`config.mk`:
```
export PLATFORM = sky130hd
export DESIGN_NAME = vga_sync_gen
export DESIGN_NICKNAME = d
export VERILOG_FILES = /design/src/rtl/vga_timing_pkg.sv /design/src/rtl/sync_delay_line.sv /design/src/rtl/vga_sync_gen.sv
export SDC_FILE = /design/constraint.sdc
export NUM_CORES = 1
export LEC_CHECK = 0
export ABC_AREA = 1
export CAP_MARGIN = 5
export CORE_MARGIN = 3
export CORE_UTILIZATION = 45
export DETAILED_ROUTE_END_ITERATION = 10
export GPL_TIMING_DRIVEN = 0
export PLACE_DENSITY_LB_ADDON = 0.05
export SYNTH_ARGS = -nofsm -noshare
export SYNTH_HDL_FRONTEND = slang
export SYNTH_SLANG_ARGS = --single-unit
```
`constraint.sdc`:
```
create_clock -name clk_pix -period 1.7 [get_ports clk_pix]
set_input_delay 0.17 -clock clk_pix [delete_from_list [all_inputs] [get_ports clk_pix]]
set_output_delay 0.17 -clock clk_pix [all_outputs]
set_load 0.02 [all_outputs]
```
`src/rtl/vga_timing_pkg.sv`:
```
// Shared 640x480@60 raster timing constants, sync polarity codes
// and count types for the VGA pixel-domain stages.
package vga_timing_pkg;

   localparam int CNT_W    = 10;
   localparam int FCNT_W   = 16;

   localparam int H_ACTIVE = 640;
   localparam int H_FP     = 16;
   localparam int H_SYNC   = 96;
   localparam int H_BP     = 48;
   localparam int H_TOTAL  = H_ACTIVE + H_FP + H_SYNC + H_BP;

   localparam int V_ACTIVE = 480;
   localparam int V_FP     = 10;
   localparam int V_SYNC   = 2;
   localparam int V_BP     = 33;
   localparam int V_TOTAL  = V_ACTIVE + V_FP + V_SYNC + V_BP;

   localparam logic SYNC_ACT_LOW  = 1'b0;
   localparam logic SYNC_ACT_HIGH = 1'b1;

   typedef logic [CNT_W-1:0]  cnt_t;
   typedef logic [FCNT_W-1:0] fcnt_t;

   typedef struct packed {
      logic de;
      logic hsync;
      logic vsync;
   } sync_bus_t;

endpackage

```
`src/rtl/sync_delay_line.sv`:
```
// Depth-DEPTH shift register realigning {de,hsync,vsync} with the
// registered RGB stage. Ports: clk_pix, resetn (sync, active-low),
// din[W], dout[W]. DEPTH=0 is a combinational pass-through.
module sync_delay_line #(
   parameter int           DEPTH   = 1,
   parameter int           W       = 3,
   parameter logic [W-1:0] RST_VAL = '0
) (
   input  logic         clk_pix,
   input  logic         resetn,
   input  logic [W-1:0] din,
   output logic [W-1:0] dout
);

   if (DEPTH < 0 || DEPTH > 4) begin : g_bad_depth
      $error("sync_delay_line: DEPTH must be 0..4");
   end

   if (DEPTH == 0) begin : g_thru
      assign dout = din;
   end else begin : g_sr
      logic [W-1:0] stage [DEPTH];

      always_ff @(posedge clk_pix) begin
         if (!resetn) begin
            for (int i = 0; i < DEPTH; i++)
               stage[i] <= RST_VAL;
         end else begin
            stage[0] <= din;
            for (int i = 1; i < DEPTH; i++)
               stage[i] <= stage[i-1];
         end
      end

      assign dout = stage[DEPTH-1];
   end

endmodule

```
`src/rtl/vga_sync_gen.sv`:
```
// VGA raster timing generator: hcount/vcount/de, syncs, line/frame
// strobes and a PIPE_DLY-deep delayed copy of {de,hsync,vsync}.
// Ports: clk_pix, resetn (sync, active-low), en; outputs hcount,
// vcount, de, hsync, vsync, line_start, frame_start, de_q, hsync_q,
// vsync_q, and frame_cnt when VGA_SYNC_FRAMECNT_EN is defined.
module vga_sync_gen
   import vga_timing_pkg::*;
#(
   parameter int   H_ACTIVE = vga_timing_pkg::H_ACTIVE,
   parameter int   H_FP     = vga_timing_pkg::H_FP,
   parameter int   H_SYNC   = vga_timing_pkg::H_SYNC,
   parameter int   H_BP     = vga_timing_pkg::H_BP,
   parameter int   V_ACTIVE = vga_timing_pkg::V_ACTIVE,
   parameter int   V_FP     = vga_timing_pkg::V_FP,
   parameter int   V_SYNC   = vga_timing_pkg::V_SYNC,
   parameter int   V_BP     = vga_timing_pkg::V_BP,
   parameter logic SYNC_POL = SYNC_ACT_LOW,
   parameter int   PIPE_DLY = 1
) (
   input  logic              clk_pix,
   input  logic              resetn,
   input  logic              en,
   output logic [CNT_W-1:0]  hcount,
   output logic [CNT_W-1:0]  vcount,
   output logic              de,
   output logic              hsync,
   output logic              vsync,
   output logic              line_start,
   output logic              frame_start,
   output logic              de_q,
   output logic              hsync_q,
   output logic              vsync_q
`ifdef VGA_SYNC_FRAMECNT_EN
  ,output logic [FCNT_W-1:0] frame_cnt
`endif
);

   localparam int H_TOT = H_ACTIVE + H_FP + H_SYNC + H_BP;
   localparam int V_TOT = V_ACTIVE + V_FP + V_SYNC + V_BP;

   if (H_TOT > 1024 || V_TOT > 1024) begin : g_bad_total
      $error("vga_sync_gen: raster totals must be <= 1024");
   end

   localparam cnt_t H_LAST = cnt_t'(H_TOT - 1);
   localparam cnt_t V_LAST = cnt_t'(V_TOT - 1);
   localparam cnt_t H_ACT  = cnt_t'(H_ACTIVE);
   localparam cnt_t V_ACT  = cnt_t'(V_ACTIVE);
   localparam cnt_t HS_BEG = cnt_t'(H_ACTIVE + H_FP);
   localparam cnt_t HS_END = cnt_t'(H_ACTIVE + H_FP + H_SYNC - 1);
   localparam cnt_t VS_BEG = cnt_t'(V_ACTIVE + V_FP);
   localparam cnt_t VS_END = cnt_t'(V_ACTIVE + V_FP + V_SYNC - 1);

   logic h_wrap;
   logic v_wrap;
   cnt_t h_nxt;
   cnt_t v_nxt;
   logic de_nxt;
   logic hs_nxt;
   logic vs_nxt;

   // All registered outputs are decoded from the next counts so they
   // land in the same cycle as the pixel they describe.
   always_comb begin
      h_wrap = (hcount == H_LAST);
      v_wrap = (vcount == V_LAST);
      h_nxt  = h_wrap ? '0 : hcount + cnt_t'(1);
      v_nxt  = vcount;
      if (h_wrap)
         v_nxt = v_wrap ? '0 : vcount + cnt_t'(1);
      de_nxt = (h_nxt < H_ACT) && (v_nxt < V_ACT);
      hs_nxt = (h_nxt >= HS_BEG && h_nxt <= HS_END) ?
               SYNC_POL : ~SYNC_POL;
      vs_nxt = (v_nxt >= VS_BEG && v_nxt <= VS_END) ?
               SYNC_POL : ~SYNC_POL;
   end

   always_ff @(posedge clk_pix) begin
      if (!resetn) begin
         hcount      <= H_LAST;
         vcount      <= V_LAST;
         de          <= 1'b0;
         hsync       <= ~SYNC_POL;
         vsync       <= ~SYNC_POL;
         line_start  <= 1'b0;
         frame_start <= 1'b0;
      end else begin
         line_start  <= 1'b0;
         frame_start <= 1'b0;
         if (en) begin
            hcount      <= h_nxt;
            vcount      <= v_nxt;
            de          <= de_nxt;
            hsync       <= hs_nxt;
            vsync       <= vs_nxt;
            line_start  <= (h_nxt == '0);
            frame_start <= (h_nxt == '0) && (v_nxt == '0);
         end
      end
   end

   sync_bus_t dly_in;
   sync_bus_t dly_out;

   assign dly_in = '{de: de, hsync: hsync, vsync: vsync};

   // Delay stages keep shifting while en is low, so the
   // delayed copies settle onto the held raster values.
   sync_delay_line #(
      .DEPTH   (PIPE_DLY),
      .W       (3),
      .RST_VAL ({1'b0, ~SYNC_POL, ~SYNC_POL})
   ) u_dly (
      .clk_pix (clk_pix),
      .resetn  (resetn),
      .din     (dly_in),
      .dout    (dly_out)
   );

   assign de_q    = dly_out.de;
   assign hsync_q = dly_out.hsync;
   assign vsync_q = dly_out.vsync;

`ifdef VGA_SYNC_FRAMECNT_EN
   always_ff @(posedge clk_pix) begin
      if (!resetn)
         frame_cnt <= '0;
      else if (frame_start)
         frame_cnt <= frame_cnt + fcnt_t'(1);
   end
`endif

endmodule

```
==> results_dict.tcl <==
set metrics [dict create \
    p_comb_frac 0.352 \
    fp-row-count 22 \
    rsz0062_at_grt "true" \
    yosys_warnings 0 \
    powerDensity_mw_per_mm2 732 \
    p_seq_frac 0.419 \
    start_util 0.484 \
    grt.overflow.total 0 \
    fin_setup_tns_ps -178 \
    avgSynthCellArea_sq_um 6.54 \
    portBuffers 30 \
    coreArea_sq_mm 0.00377 \
    path_buf_inv 1 \
    cp_common_cell "nand2_2" \
    yosysTopAreaCell "dfxtp_1" \
    chipWidth_microns 69.7 \
    ys_seq_elements 28 \
    cp-start-kind "flop" \
    min_period_over_period 1.04 \
    min_period_ps 1770 \
    fmax_mhz 566 \
    first_pass_iters 4 \
    yosys-top-cells-area "dfxtp_1, nand2_1, inv_1, nand3_1, o21ai_0" \
    hpwl_mm 3.49 \
    cts.clk_slew.worst_paths_ps 100 \
    drc_errors 0 \
    ys_async_sr_fraction 0 \
    cts_tree "built" \
    tightest_slew_ps 497 \
    route.vias.total 1886 \
    clockRootBuffer "clkbuf_8" \
    track_usage 0.200 \
    grt_antenna_before_repair 0 \
    hold_viol 0 \
    syn-num-nets 286 \
    p_sw_uw 648 \
    finalClockSkew_ps 10.2 \
    worst-path-max-fanout 7 \
    clock_latency_ps 280 \
    cpPeakStageDelay_ps 370 \
    nets 328 \
    cts_max_level 1 \
    crit_required_ps 1870 \
    critPathKind "flop to flop" \
    slew_violations 0 \
    num_io_pins 31 \
    syn_to_final_growth_pct 35.0 \
    hold_class "flop to flop" \
    gp_congestion 0.885 \
    critical_path_arrival_ps 1940 \
    netlist_instances 279 \
    dp_slack_ps -342 \
    fin_ws_ps -66.5 \
    slew-limit-headroom 0.669 \
    yosysTopAreaCellShare 0.307 \
    drive_above_1_share 0.244 \
    initialDrtViolationCount 97 \
    switching_share 0.359 \
    synth_area_sq_mm 0.00183 \
    ys_types 33 \
    ir_drop_uv 471 \
    crit_slowest_cell "dfxtp_4" \
    yosysMostFrequentCell "nand2_1" \
    routed_wl_mm 4.86 \
    grt_pass1_wl_mm 7.97 \
    fin_util 0.654 \
    violations "negative setup slack" \
    leakage_uw 0.00116 \
    clockBufferDepth 2 \
    cp-end-kind "flop" \
    ys_seq_area_frac 0.307 \
    grt_pass1_vias 1702 \
    setup_viol 3 \
    synth_edf_count 0 \
    hold_buffers 0 \
    ys_top_cells_by_count "nand2_1, inv_1, dfxtp_1, nand3_1, nor2_1" \
    routedWlPerCell_microns 13.2 \
    n_antenna_cell 0 \
    p_clk_frac 0.230 \
    synth_ff_type "dfxtp_1" \
    grt_max_degree 16 \
    drtAntennaViolNets 0 \
    path_cells "ha_4, nand2_8, nor2_8, clkinv_4, nor2_8, nand4_2, nand2_2, nand2_2, nor2_4, nand3_2, nand2_2, nand2_2" \
    status "finished with violations" \
    p_int_uw 1160 \
    detail_route.vias_per_cell 5.13 \
    die_h_microns 69.7 \
    cts_sinks 28 \
    die_area_sq_mm 0.00486 \
    cts_buffers 3 \
    drv_cap 0 \
    cp_top_family "simple AND/OR/NAND/NOR gates" \
]
-- area by class of cell --
type,count,area [sq um]
multi-input combinational,202,1200
inverter,41,159
tap,48,60.1
buffer,8,42.5
fill,346,1310
clock buffer,4,55.1
sequential,28,578
timing repair buffer,37,365
-- timing repair --
action                                  4_1_cts  5_1_grt
pin swaps                                     4       13
buffers inserted                              3        4
endpoints found under the setup margin       15        8
resized for setup                            15       37
-- placed cells by master (no fill, tap or decap), drive strengths merged, types with 2 or more instances in the layout --
master / netlist / final
a21oi: 15 / 15
buf: 4 / 11
clkbuf: 4 / 8
clkdlybuf4s50: 0 / 30
dfxtp: 28 / 28
ha: 4 / 4
inv: 41 / 40
nand2: 78 / 78
nand3: 28 / 28
nand4: 7 / 7
nor2: 33 / 33
nor3: 2 / 2
o211ai: 2 / 2
o21ai: 26 / 26
or2: 2 / 2
-- routing by layer --
metal | vias to the layer above | routed length, microns | track usage
li1 | 977 | - | -
met1 | 846 | 2160 | 0.271
met2 | 61 | 2330 | 0.343
met3 | 2 | 347 | 0.0261
met4 | 0 | 27 | 0.0319
met5 | - | 0 | 0
-- sequential cells by signal (all words and copies together) (netlist names) --
signal            flops
vcount               10
vsync                 1
de                    1
u_dly.g_sr.stage      3
hsync                 1
frame_start           1
line_start            1
hcount               10
-- logic make-up after synthesis --
group | count (synthesis) | share of synthesized area
adder cells (fa/ha/maj) | 4 | 0.0274
flip-flops | 28 | 0.307
AO/OA/AOI/OAI | 46 | 0.135
buffers and inverters | 49 | 0.110
AND/OR/NAND/NOR | 152 | 0.421
-- stage by stage --
| step | area (sq um) | hold WS (ps) | power (uW) | std cells |
|---|---|---|---|---|
| final | 2460 | 460 | 1800 | 368 |
| after global routing | 2460 | 483 | 1900 | 368 |
| after CTS | 2310 | 458 | 1730 | 364 |
| after detailed placement | 2190 | 437 | 1290 | 357 |
| after global placement | 2190 | 443 | 1290 | 357 |
| after floorplan | 1830 | 343 | 1130 | 279 |
-- power by group through the flow --
| stage | clock (uW) | combinational [uW] | sequential [uW] |
|---|---|---|---|
| 4_1_cts | 422 | 559 | 752 |
| 6_report | 414 | 634 | 755 |
| 3_3_place_gp | 0 | 522 | 764 |
| 2_1_floorplan | 0 | 321 | 804 |
| 3_5_place_dp | 0 | 525 | 766 |
| 5_1_grt | 444 | 694 | 764 |
-- worst min-delay path: stages, from the launching register on --
cell and delay, ps:
dfxtp_1 330, nand2_1 50, inv_1 40
-- worst paths after layout --
path	start	endpoint	slack (ps)	cells past startpoint
setup reg to reg	hcount[1]	vsync	-70	12
hold reg to reg	de	u_dly.g_sr.stage[0][2]	460	2
setup / recovery	hcount[1]	vsync	-70	12
hold / removal	de	u_dly.g_sr.stage[0][2]	460	2
(Power assumes the default switching activity.)
